[config.mk]
export PLATFORM = sky130hd
export DESIGN_NAME = seven_segment_scanner
export DESIGN_NICKNAME = d
export VERILOG_FILES = /design/src/rtl/seven_segment_scanner.sv
export SDC_FILE = /design/constraint.sdc
export NUM_CORES = 1
export LEC_CHECK = 0
export CORE_ASPECT_RATIO = 1.75
export CORE_MARGIN = 3
export CORE_UTILIZATION = 60
export CTS_CLUSTER_SIZE = 8
export DETAILED_ROUTE_END_ITERATION = 12
export PLACE_DENSITY = 0.81
export SLEW_MARGIN = 20
export SYNTH_ARGS = -nofsm -noshare
export SYNTH_HDL_FRONTEND = slang
export SYNTH_SLANG_ARGS = --single-unit
[constraint.sdc]
create_clock -name clock -period 5.1 [get_ports clock]
set_input_delay 1.53 -clock clock [delete_from_list [all_inputs] [get_ports clock]]
set_output_delay 1.53 -clock clock [all_outputs]
set_load 0.03 [all_outputs]
[src/rtl/seven_segment_scanner.sv]
// seven_segment_scanner: time-multiplexed 4-digit display driver with blanking and frame-synchronous double buffering
module seven_segment_scanner #(
  parameter int DIGIT_CYCLES = 100000,
  parameter int BLANK_CYCLES = 1000
) (
  input  logic        clock,
  input  logic        resetN,
  input  logic [31:0] digitData,
  input  logic [3:0]  digitMask,
  input  logic        loadValid,
  output logic        loadReady,
  output logic [7:0]  sevenSegmentData,
  output logic [3:0]  sevenSegmentEnable,
  output logic        frameStart
);
  localparam int CW = (DIGIT_CYCLES > 1) ? $clog2(DIGIT_CYCLES) : 1;
  localparam logic [CW-1:0] LAST = CW'(DIGIT_CYCLES - 1);
  localparam logic [CW-1:0] BLANK_END = CW'(BLANK_CYCLES);
  typedef enum logic {BLANK, SHOW} state_t;
  state_t state_q, state_d;
  logic [CW-1:0] cnt_q, cnt_d;
  logic [1:0] dig_q, dig_d;
  logic start_q;
  logic [31:0] pend_data_q, pend_data_d, act_data_q, act_data_d;
  logic [3:0] pend_mask_q, pend_mask_d, act_mask_q, act_mask_d;
  logic pend_full_q, pend_full_d;
  logic [7:0] seg_q, seg_d;
  logic [3:0] en_q, en_d;
  logic fs_q, fs_d;
  logic accept, bnd, wrap, show;
  assign loadReady = !pend_full_q;
  assign sevenSegmentData = seg_q;
  assign sevenSegmentEnable = en_q;
  assign frameStart = fs_q;
  // start_q makes the first edge after reset a frame boundary
  always_comb begin
    accept = loadValid && !pend_full_q;
    wrap = cnt_q == LAST;
    bnd = start_q || (wrap && dig_q == 2'd3);
    cnt_d = (bnd || wrap) ? '0 : cnt_q + 1'b1;
    dig_d = bnd ? 2'd0 : (wrap ? dig_q + 2'd1 : dig_q);
    act_data_d = (bnd && pend_full_q) ? pend_data_q : act_data_q;
    act_mask_d = (bnd && pend_full_q) ? pend_mask_q : act_mask_q;
    pend_data_d = accept ? digitData : pend_data_q;
    pend_mask_d = accept ? digitMask : pend_mask_q;
    pend_full_d = accept || (pend_full_q && !bnd);
    state_d = (cnt_d < BLANK_END) ? BLANK : SHOW;
    show = (state_d == SHOW) && act_mask_d[dig_d];
    en_d = show ? ~(4'b0001 << dig_d) : 4'hF;
    seg_d = show ? act_data_d[{dig_d, 3'b000} +: 8] : 8'hFF;
    fs_d = bnd;
  end
  always_ff @(posedge clock or negedge resetN) begin
    if (!resetN) begin
      state_q <= BLANK;
      cnt_q <= '0;
      dig_q <= 2'd0;
      start_q <= 1'b1;
      pend_data_q <= 32'hFFFF_FFFF;
      pend_mask_q <= 4'h0;
      pend_full_q <= 1'b0;
      act_data_q <= 32'hFFFF_FFFF;
      act_mask_q <= 4'h0;
      seg_q <= 8'hFF;
      en_q <= 4'hF;
      fs_q <= 1'b0;
    end else begin
      state_q <= state_d;
      cnt_q <= cnt_d;
      dig_q <= dig_d;
      start_q <= 1'b0;
      pend_data_q <= pend_data_d;
      pend_mask_q <= pend_mask_d;
      pend_full_q <= pend_full_d;
      act_data_q <= act_data_d;
      act_mask_q <= act_mask_d;
      seg_q <= seg_d;
      en_q <= en_d;
      fs_q <= fs_d;
    end
  end
endmodule

==> metrics, run 1 <==
class of the most critical setup path=flip-flop to primary output; final weighted congestion of routability-driven global placement=0.8280; end of the worst register-to-register path=sevenSegmentData[3]; largest net degree at the start of global routing=68; I/O pin count=53; final global-route overflow total=0; achievable clock frequency=323.0 MHz; count of clock tree sinks=106; Reg-to-Reg Start=cnt_q[0]; vias in the first global route=3088; power density over cell area=398.8 nW/um2; remaining max-slew budget at the tightest pin=0.3200; Finish-stage setup viols=0; Reg power frac=0.545; endpoint of the worst hold-timing path=act_mask_q[3]; first-pass iteration count of the detailed router=4; crit path max fanout=3; number of filler instances in the final layout=566; number of buffers created by CTS=9; clk_lat worst skew=0.34 ns; setup repair after global routing missed its margin=no; Avg Synthesized Cell Area=12.88 um2; post-synthesis sequential area ratio=0.5693; HPWL after detailed placement=6485 um; met2 Use GR=0.3698; share of the cycle needed by the critical path after routing=0.6071; result of the run=completed; die outline width=73.81 um; part of the power in the clock network=0.275; H-tree depth reported by CTS=3; critical hold path startpoint=act_mask_q[3]; fin crit period=3.096 ns; Most Used Layer, Global Route=met2; type of element capturing the critical path=primary output; antenna-violating nets left=0; reported leakage power=2.271 nW; average wire length per cell after detail routing=18.12 um; Synth-to-Final Area Change=16.82%; Slew Viols, Final=0; total via count in the routed design=3010; library cells used by synthesis=55; worst endpoint data arrival time=1.57 ns; netlist area before placement=4828 um2; global-route wire length before repair=15040 um; transition time of the tightest slew-check pin=1.018 ns; overall die area=9202 um2; most used flip-flop cell after synthesis=sky130_fd_sc_hd__dfstp_2; number of maximum-capacitance constraint violations=0; setup bufs post-CTS=0; final worst-path setup slack=2.004 ns; met1 global-route usage=0.2535; remaining routing DRC violations=0; DR vias/cell=5.845; height of the die=124.7 um; number of nets produced by synthesis=416; Post-Place Cells=499; clock tree from TritonCTS=done; number of flops mapped to enable cells by yosys=0; number of antenna diodes=0; path class of the lowest-slack min-delay path=flip-flop to flip-flop; area of all placed cells without fillers=5640 um2; final wirelength=9334 um; flip-flop and latch count after synthesis=106; number of cells traversed by the worst register-to-register path=8; switching power total=0.5368 mW; Total GRT Usage=0.2158; Worst Skew=0.004598 ns; Root Driver=sky130_fd_sc_hd__clkbuf_16; hold buffers post-CTS=0; switching part of the total power=0.2387; utilization of the core after routing=0.7352; ratio of cells with drive above 1 in the final layout=0.3981; Fin Setup TNS=0 ns; Register-to-Register Setup Slack=2.19 ns; starting density of the core=0.6293; internal power consumption=1.713 mW; post-cts resize count=0; WP data required=3.57 ns; Port Buffers=52; Yosys warning total=0; Longest Clk Path Bufs=2; Worst Hold Path Cells=1; initial antenna violation count=0; Final Hold Vio Count=0; relative contribution of combinational cells to total power=0.180; placed instance area=5384 um2; peak supply drop=286.1 uV; post-place setup slack=1.655 ns; floorplan row count=42; area of the placeable core=7672 um2; number of nets in the layout=463; global-route track usage on met3=0.04685; Critical Path Start Type=flip-flop; synthesized netlist cell count=375; Iter 0 DRT Violations=177; clock slew at the register clock pins of the worst setup and hold paths=0.06 ns; fraction of synthesis flops using an asynchronous set or reset pin=1.000; final cell count without fillers=515
## cells by family after synthesis
| logic type | share of synthesized area |
|---|---|
| flops | 0.5693 |
| other cells | 0.0007767 |
| simple gates | 0.1254 |
| compound gates | 0.05183 |
| xor+xnor | 0.03084 |
| mux | 0.1874 |
| fa+ha+maj | 0.005182 |
| buf+inv | 0.02928 |
## synth_stat cells, types with 3 or more instances
cell | n | area share
sky130_fd_sc_hd__xor2_1 | 9 | 0.016
sky130_fd_sc_hd__nor3_1 | 3 | 0.0031
sky130_fd_sc_hd__mux2_4 | 9 | 0.028
sky130_fd_sc_hd__dfrtp_1 | 29 | 0.15
sky130_fd_sc_hd__nand2_1 | 16 | 0.012
sky130_fd_sc_hd__a22oi_1 | 3 | 0.0047
sky130_fd_sc_hd__nand2b_1 | 8 | 0.010
sky130_fd_sc_hd__buf_2 | 4 | 0.0041
sky130_fd_sc_hd__nor3b_1 | 3 | 0.0047
sky130_fd_sc_hd__mux2_2 | 60 | 0.14
sky130_fd_sc_hd__nand4b_1 | 5 | 0.0091
sky130_fd_sc_hd__mux2_1 | 3 | 0.0070
sky130_fd_sc_hd__o21ai_0 | 6 | 0.0062
sky130_fd_sc_hd__and3_1 | 4 | 0.0052
sky130_fd_sc_hd__nor2_1 | 29 | 0.023
sky130_fd_sc_hd__nand4_1 | 6 | 0.0078
sky130_fd_sc_hd__buf_6 | 4 | 0.0093
sky130_fd_sc_hd__mux2i_1 | 6 | 0.012
sky130_fd_sc_hd__dfstp_2 | 77 | 0.42
sky130_fd_sc_hd__and2_1 | 3 | 0.0039
sky130_fd_sc_hd__xnor2_1 | 8 | 0.015
sky130_fd_sc_hd__nand3_1 | 13 | 0.013
sky130_fd_sc_hd__a21boi_0 | 3 | 0.0047
sky130_fd_sc_hd__inv_1 | 6 | 0.0047
sky130_fd_sc_hd__o21a_1 | 5 | 0.0078
sky130_fd_sc_hd__nand3b_1 | 4 | 0.0062
sky130_fd_sc_hd__clkbuf_1 | 10 | 0.0078
sky130_fd_sc_hd__a21oi_1 | 4 | 0.0041
## sequential cells by signal, summed over array words and instances, names as in the netlist
register / cells
cnt_q: 17
act_mask_q: 4
pend_full_q: 1
dig_q: 2
act_data_q: 32
frameStart: 1
pend_mask_q: 4
pend_data_q: 32
sevenSegmentData: 8
start_q: 1
sevenSegmentEnable: 4
## cell usage in the layout (no fill, tap or decap), drive strengths merged, types with 8 or more instances in the layout
master and count:
clkbuf 13, clkdlybuf4s50 51, dfrtp 29, dfstp 77, mux2 72, nand2 16
nand2b 8, nand3 13, nor2 30, xnor2 8, xor2 9
## routing by layer
layer	share of wire	vias to the layer above	wire, um
met3	0.034	14	315
met1	0.39	1524	3640
met4	0.019	0	176
li1	-	1411	-
met2	0.56	61	5201
met5	0	-	0
## critical path: stages, from the launching register on
cell                              delay, ns
sky130_fd_sc_hd__dfrtp_1               0.42
sky130_fd_sc_hd__inv_1                 0.11
sky130_fd_sc_hd__clkdlybuf4s50_1       0.69
## per-stage QoR
step	total power, mW	hold WS [ns]
after floorplan	1.515	0.4677
after global placement	1.619	0.4825
after detailed placement	1.650	0.4948
after CTS	2.270	0.5088
after global routing	2.353	0.5234
final	2.249	0.5053
## cell type report
cell class                      count  area (um2)  share of cell area
Clock inverter                      3       16.27            0.002884
Timing Repair Buffer               57       555.5             0.09849
Inverter                            6       22.52            0.003993
Clock buffer                       13       240.2             0.04259
Multi-Input combinational cell    242        1947              0.3452
Sequential cell                   106        2749              0.4874
Tap cell                           88       110.1             0.01952
## power groups by stage
stage                     clock, mW  combinational (mW)  sequential, mW
after detailed placement          0               0.409            1.24
after floorplan                   0               0.310            1.20
after global placement            0               0.391            1.23
after global routing          0.657               0.448            1.25
final                         0.618               0.405            1.23
after CTS                     0.629               0.412            1.23
## worst max path at each step
stage | startpoint | to | slack, ns
6_report | pend_full_q | loadReady | 2.00
3_5_place_dp | loadValid | pend_mask_q[0] | 1.65
3_3_place_gp | loadValid | pend_mask_q[0] | 1.67
2_1_floorplan | loadValid | pend_data_q[10] | 2.34
5_1_grt | pend_full_q | loadReady | 1.94
4_1_cts | pend_full_q | loadReady | 2.00
Power figures use the tool's default switching activity.
==> inputs of run 2 (changes only) <==
--- a/config.mk
+++ b/config.mk
@@ -7,10 +7,10 @@
 export LEC_CHECK = 0
 export CORE_ASPECT_RATIO = 1.75
 export CORE_MARGIN = 3
-export CORE_UTILIZATION = 60
+export CORE_UTILIZATION = 56
 export CTS_CLUSTER_SIZE = 8
 export DETAILED_ROUTE_END_ITERATION = 12
-export PLACE_DENSITY = 0.81
+export PLACE_DENSITY = 0.76
 export SLEW_MARGIN = 20
 export SYNTH_ARGS = -nofsm -noshare
 export SYNTH_HDL_FRONTEND = slang
==> constraint.sdc (replaced) <==
create_clock -name clock -period 2.9 [get_ports clock]
set_input_delay 0.87 -clock clock [delete_from_list [all_inputs] [get_ports clock]]
set_output_delay 0.87 -clock clock [all_outputs]
set_load 0.03 [all_outputs]
==> metrics, run 2 (same netlist as run 1, synthesis figures left out) <==
worst endpoint data arrival time=2.89 ns; Total GRT Usage=0.2207; final weighted congestion of routability-driven global placement=0.8729; Reg power frac=0.508; largest net degree at the start of global routing=50; Finish-stage setup viols=0; number of maximum-capacitance constraint violations=0; remaining max-slew budget at the tightest pin=0.6484; setup repair after global routing missed its margin=no; Fin Setup TNS=0 ns; internal power consumption=3.277 mW; H-tree depth reported by CTS=3; post-cts resize count=0; power density over cell area=732.4 nW/um2; number of antenna diodes=0; final worst-path setup slack=0.2731 ns; transition time of the tightest slew-check pin=0.5238 ns; commonest cells after routing, fill and taps aside=sky130_fd_sc_hd__dfstp_2, sky130_fd_sc_hd__mux2_2, sky130_fd_sc_hd__clkdlybuf4s50_1; Synth-to-Final Area Change=20.47%; WP data required=3.16 ns; Register-to-Register Setup Slack=0.27 ns; floorplan row count=44; fin crit period=2.627 ns; number of cells traversed by the worst register-to-register path=8; Worst Skew=0.004204 ns; HPWL after detailed placement=7065 um; switching power total=0.9831 mW; remaining routing DRC violations=0; share of the cycle needed by the critical path after routing=0.9058; Root Driver=sky130_fd_sc_hd__clkbuf_16; vias in the first global route=3268; average wire length per cell after detail routing=18.13 um; worst slack on hold paths=0.5026 ns; global-route track usage on met3=0.03711; part of the power in the clock network=0.318; Iter 0 DRT Violations=170; met1 global-route usage=0.2347; height of the die=128.8 um; overall die area=9816 um2; type of element capturing the critical path=flip-flop; Reg-to-Reg Start=cnt_q[0]; Port Buffers=52; final global-route overflow total=0; Multi-input gate area=1947 um2; peak supply drop=354.2 uV; reported leakage power=2.340 nW; commonest non-fill, non-tap cell in the layout=sky130_fd_sc_hd__dfstp_2; total via count in the routed design=3066; crit path max fanout=35; Most Used Layer, Global Route=met2; result of the run=completed; end of the worst register-to-register path=sevenSegmentData[4]; area of the placeable core=8368 um2; class of the most critical setup path=flip-flop to flip-flop; Slew Viols, Final=0; number of buffers created by CTS=9; clock slew at the register clock pins of the worst setup and hold paths=0.07 ns; setup bufs post-CTS=0; first-pass iteration count of the detailed router=4; Critical Path Start Type=flip-flop; ratio of cells with drive above 1 in the final layout=0.4101; Power, Total=4.260 mW; Longest Clk Path Bufs=2; DR vias/cell=5.585; final wirelength=9952 um; antenna-violating nets left=0; biggest regs=act_data_q x32, pend_data_q x32, cnt_q x17; clock tree from TritonCTS=done; path class of the lowest-slack min-delay path=input port to asynchronous set/reset pin; relative contribution of combinational cells to total power=0.174; initial antenna violation count=0; count of clock tree sinks=106; hold buffers post-CTS=0; achievable clock frequency=380.7 MHz; die outline width=76.19 um; post-place setup slack=0.2462 ns; number of nets in the layout=470; I/O pin count=53; Final Hold Vio Count=0; met2 Use GR=0.4184; number of filler instances in the final layout=638; global-route wire length before repair=16500 um; clk_lat worst skew=0.34 ns; starting density of the core=0.5770; switching part of the total power=0.2307; sequential cell area=2749 um2
==> run 2: cell types whose count changed in the layout (fill, tap and decap cells not counted), sizes merged <==
cell,before,now
buf,6,13
bufinv,0,3
clkinvlp,0,1
inv,7,6
clkbuf,13,10
==> run 2: cell type report <==
cell class | count | share of cell area
flip-flops and latches | 106 | 0.4726
multi-input cells | 242 | 0.3347
repair buffers | 64 | 0.1067
clock buffers | 10 | 0.03936
well taps | 115 | 0.02474
clock inverters | 6 | 0.01807
inverters | 6 | 0.003872
==> run 2: routing by layer <==
layer  up-vias  part of all wire
met2        61              0.57
met1      1555              0.38
li1       1430                 -
met5         -                 0
met4         0             0.030
met3        20             0.025
==> run 2: per-stage QoR <==
step	utilization	instance area (um2)	cells
after global placement	0.6552	5483	533
after global routing	0.6951	5817	549
final	0.6951	5817	549
after floorplan	-	4828	375
after detailed placement	0.6552	5483	533
after CTS	0.6951	5817	549
==> run 2: critical path: stages (launching register included) <==
cell and delay, ns:
sky130_fd_sc_hd__dfrtp_1 0.40, sky130_fd_sc_hd__ha_1 0.43, sky130_fd_sc_hd__nand4_4 0.20, sky130_fd_sc_hd__o32a_2 0.45, sky130_fd_sc_hd__buf_4 0.29, sky130_fd_sc_hd__mux2_2 0.35
sky130_fd_sc_hd__o21ai_0 0.14, sky130_fd_sc_hd__and2_0 0.17, sky130_fd_sc_hd__nand4_1 0.09
==> run 2: worst max-delay path by stage <==
stage,start,endpoint,depth (start not counted)
2_1_floorplan,cnt_q[5],sevenSegmentData[2],9
3_3_place_gp,cnt_q[5],sevenSegmentData[4],8
3_5_place_dp,cnt_q[0],sevenSegmentData[4],8
4_1_cts,cnt_q[0],sevenSegmentData[4],8
5_1_grt,cnt_q[0],sevenSegmentData[3],8
6_report,cnt_q[0],sevenSegmentData[4],8
==> run 2: power groups by stage <==
stage,Clock [mW],Combinational [mW],Sequential [mW]
after floorplan,0,0.546,2.12
after global placement,0,0.724,2.17
after detailed placement,0,0.746,2.19
after CTS,1.38,0.754,2.17
after global routing,1.45,0.809,2.20
final,1.35,0.742,2.16
==> inputs of run 3 (changes only) <==
==> constraint.sdc (replaced) <==
create_clock -name clock -period 2.9 [get_ports clock]
set_input_delay 0.58 -clock clock [delete_from_list [all_inputs] [get_ports clock]]
set_output_delay 0.58 -clock clock [all_outputs]
set_load 0.03 [all_outputs]
==> metrics, run 3 (same netlist as run 1, synthesis figures left out) <==
end of the worst register-to-register path=sevenSegmentData[0]; commonest non-fill, non-tap cell in the layout=sky130_fd_sc_hd__dfstp_2; overall die area=9816 um2; transition time of the tightest slew-check pin=0.6853 ns; total via count in the routed design=3040; Total GRT Usage=0.2095; clock tree from TritonCTS=done; WP data required=3.16 ns; remaining routing DRC violations=0; peak supply drop=382.6 uV; starting density of the core=0.5770; initial antenna violation count=0; Slew Viols, Final=0; share of the cycle needed by the critical path after routing=0.9206; post-place setup slack=0.2454 ns; ratio of cells with drive above 1 in the final layout=0.4194; height of the die=128.8 um; Post-Place Cells=533; commonest cells after routing, fill and taps aside=sky130_fd_sc_hd__dfstp_2, sky130_fd_sc_hd__mux2_2, sky130_fd_sc_hd__clkdlybuf4s50_1; antenna-violating nets left=0; hold buffers post-CTS=0; Finish-stage setup viols=0; Synth-to-Final Area Change=20.39%; biggest regs=act_data_q x32, pend_data_q x32, cnt_q x17; number of cells traversed by the worst register-to-register path=8; Root Driver=sky130_fd_sc_hd__clkbuf_16; global-route wire length before repair=15800 um; reported leakage power=2.344 nW; type of element capturing the critical path=flip-flop; remaining max-slew budget at the tightest pin=0.5431; H-tree depth reported by CTS=3; number of buffers created by CTS=9; die outline width=76.19 um; number of maximum-capacitance constraint violations=0; number of nets in the layout=470; Final Hold Vio Count=0; floorplan row count=44; Fin Setup TNS=0 ns; final cell count without fillers=549; final weighted congestion of routability-driven global placement=0.8687; power density over cell area=712.0 nW/um2; final global-route overflow total=0; number of filler instances in the final layout=610; final worst-path setup slack=0.2303 ns; vias in the first global route=3152; HPWL after detailed placement=6706 um; Longest Clk Path Bufs=2; Port Buffers=52; class of the most critical setup path=flip-flop to flip-flop; setup repair after global routing missed its margin=no; path class of the lowest-slack min-delay path=input port to asynchronous set/reset pin; Critical Path Start Type=flip-flop; fin crit period=2.670 ns; worst endpoint data arrival time=2.93 ns; average wire length per cell after detail routing=17.19 um; clk_lat worst skew=0.34 ns; Reg-to-Reg Start=cnt_q[5]; area of the placeable core=8368 um2; I/O pin count=53; clock slew at the register clock pins of the worst setup and hold paths=0.07 ns; DR vias/cell=5.537; Iter 0 DRT Violations=127; Register-to-Register Setup Slack=0.23 ns; achievable clock frequency=374.6 MHz; count of clock tree sinks=106; crit path max fanout=23; Worst Skew=0.005406 ns; final wirelength=9440 um; largest net degree at the start of global routing=57; first-pass iteration count of the detailed router=4; result of the run=completed; number of antenna diodes=0
run 3: changes by cell type in the layout (fill, tap and decap cells not counted), sizes merged:
cell,previous run,this run
clkbuf,10,12
bufinv,3,1
clkinv,2,3
clkinvlp,1,0
run 3: metrics by stage:
| stage | power (mW) | hold WS [ns] | cell area (um2) | util |
|---|---|---|---|---|
| finish | 4.139 | 0.2943 | 5813 | 0.6947 |
| global route | 4.331 | 0.3364 | 5813 | 0.6947 |
| CTS | 4.184 | 0.3029 | 5811 | 0.6944 |
| detailed placement | 2.926 | 0.4879 | 5495 | 0.6567 |
| global placement | 2.880 | 0.4804 | 5495 | 0.6567 |
| floorplan | 2.664 | 0.2844 | 4828 | - |
run 3: worst max path at each step:
stage | from | cells past startpoint | to
final | cnt_q[5] | 8 | sevenSegmentData[0]
after global routing | cnt_q[5] | 8 | sevenSegmentData[0]
after CTS | cnt_q[0] | 8 | sevenSegmentData[0]
after detailed placement | cnt_q[0] | 8 | sevenSegmentData[4]
after global placement | cnt_q[0] | 8 | sevenSegmentData[1]
after floorplan | cnt_q[5] | 9 | sevenSegmentData[2]
run 3: what timing repair did:
item | CTS | global route
gates resized for setup | 0 | 1
setup buffers | 0 | 0
setup endpoints to repair | 0 | 1
run 3: layout make-up:
class / count / area (um2) / share of cell area
Timing Repair Buffer: 64 / 633.1 / 0.1089
Tap cell: 115 / 143.9 / 0.02475
Multi-Input combinational cell: 242 / 1949 / 0.3353
Inverter: 6 / 22.52 / 0.003874
Clock inverter: 4 / 48.80 / 0.008394
Sequential cell: 106 / 2749 / 0.4729
Clock buffer: 12 / 266.5 / 0.04585
run 3: per-layer routing:
metal | GRT usage | vias to the layer above | share of wire
li1 | - | 1432 | -
met1 | 0.2342 | 1522 | 0.39
met2 | 0.3876 | 68 | 0.56
met3 | 0.04062 | 18 | 0.030
met4 | 0.09178 | 0 | 0.024
met5 | 0 | - | 0
run 3: worst max-delay path, stage by stage (launching register included):
cell	delay [ns]
sky130_fd_sc_hd__dfrtp_1	0.48
sky130_fd_sc_hd__nor4_4	0.36
sky130_fd_sc_hd__nand4_4	0.18
sky130_fd_sc_hd__o32a_2	0.59
sky130_fd_sc_hd__buf_12	0.23
sky130_fd_sc_hd__mux2_2	0.30
sky130_fd_sc_hd__o21a_1	0.12
sky130_fd_sc_hd__a21oi_1	0.18
sky130_fd_sc_hd__nand4b_1	0.13
run 3: where the power goes:
group	total, mW	internal [mW]	leakage (nW)	switching, mW
sequential	2.16	2.02	1.19	0.136
clock	1.25	0.738	0.159	0.507
combinational	0.738	0.423	0.996	0.315
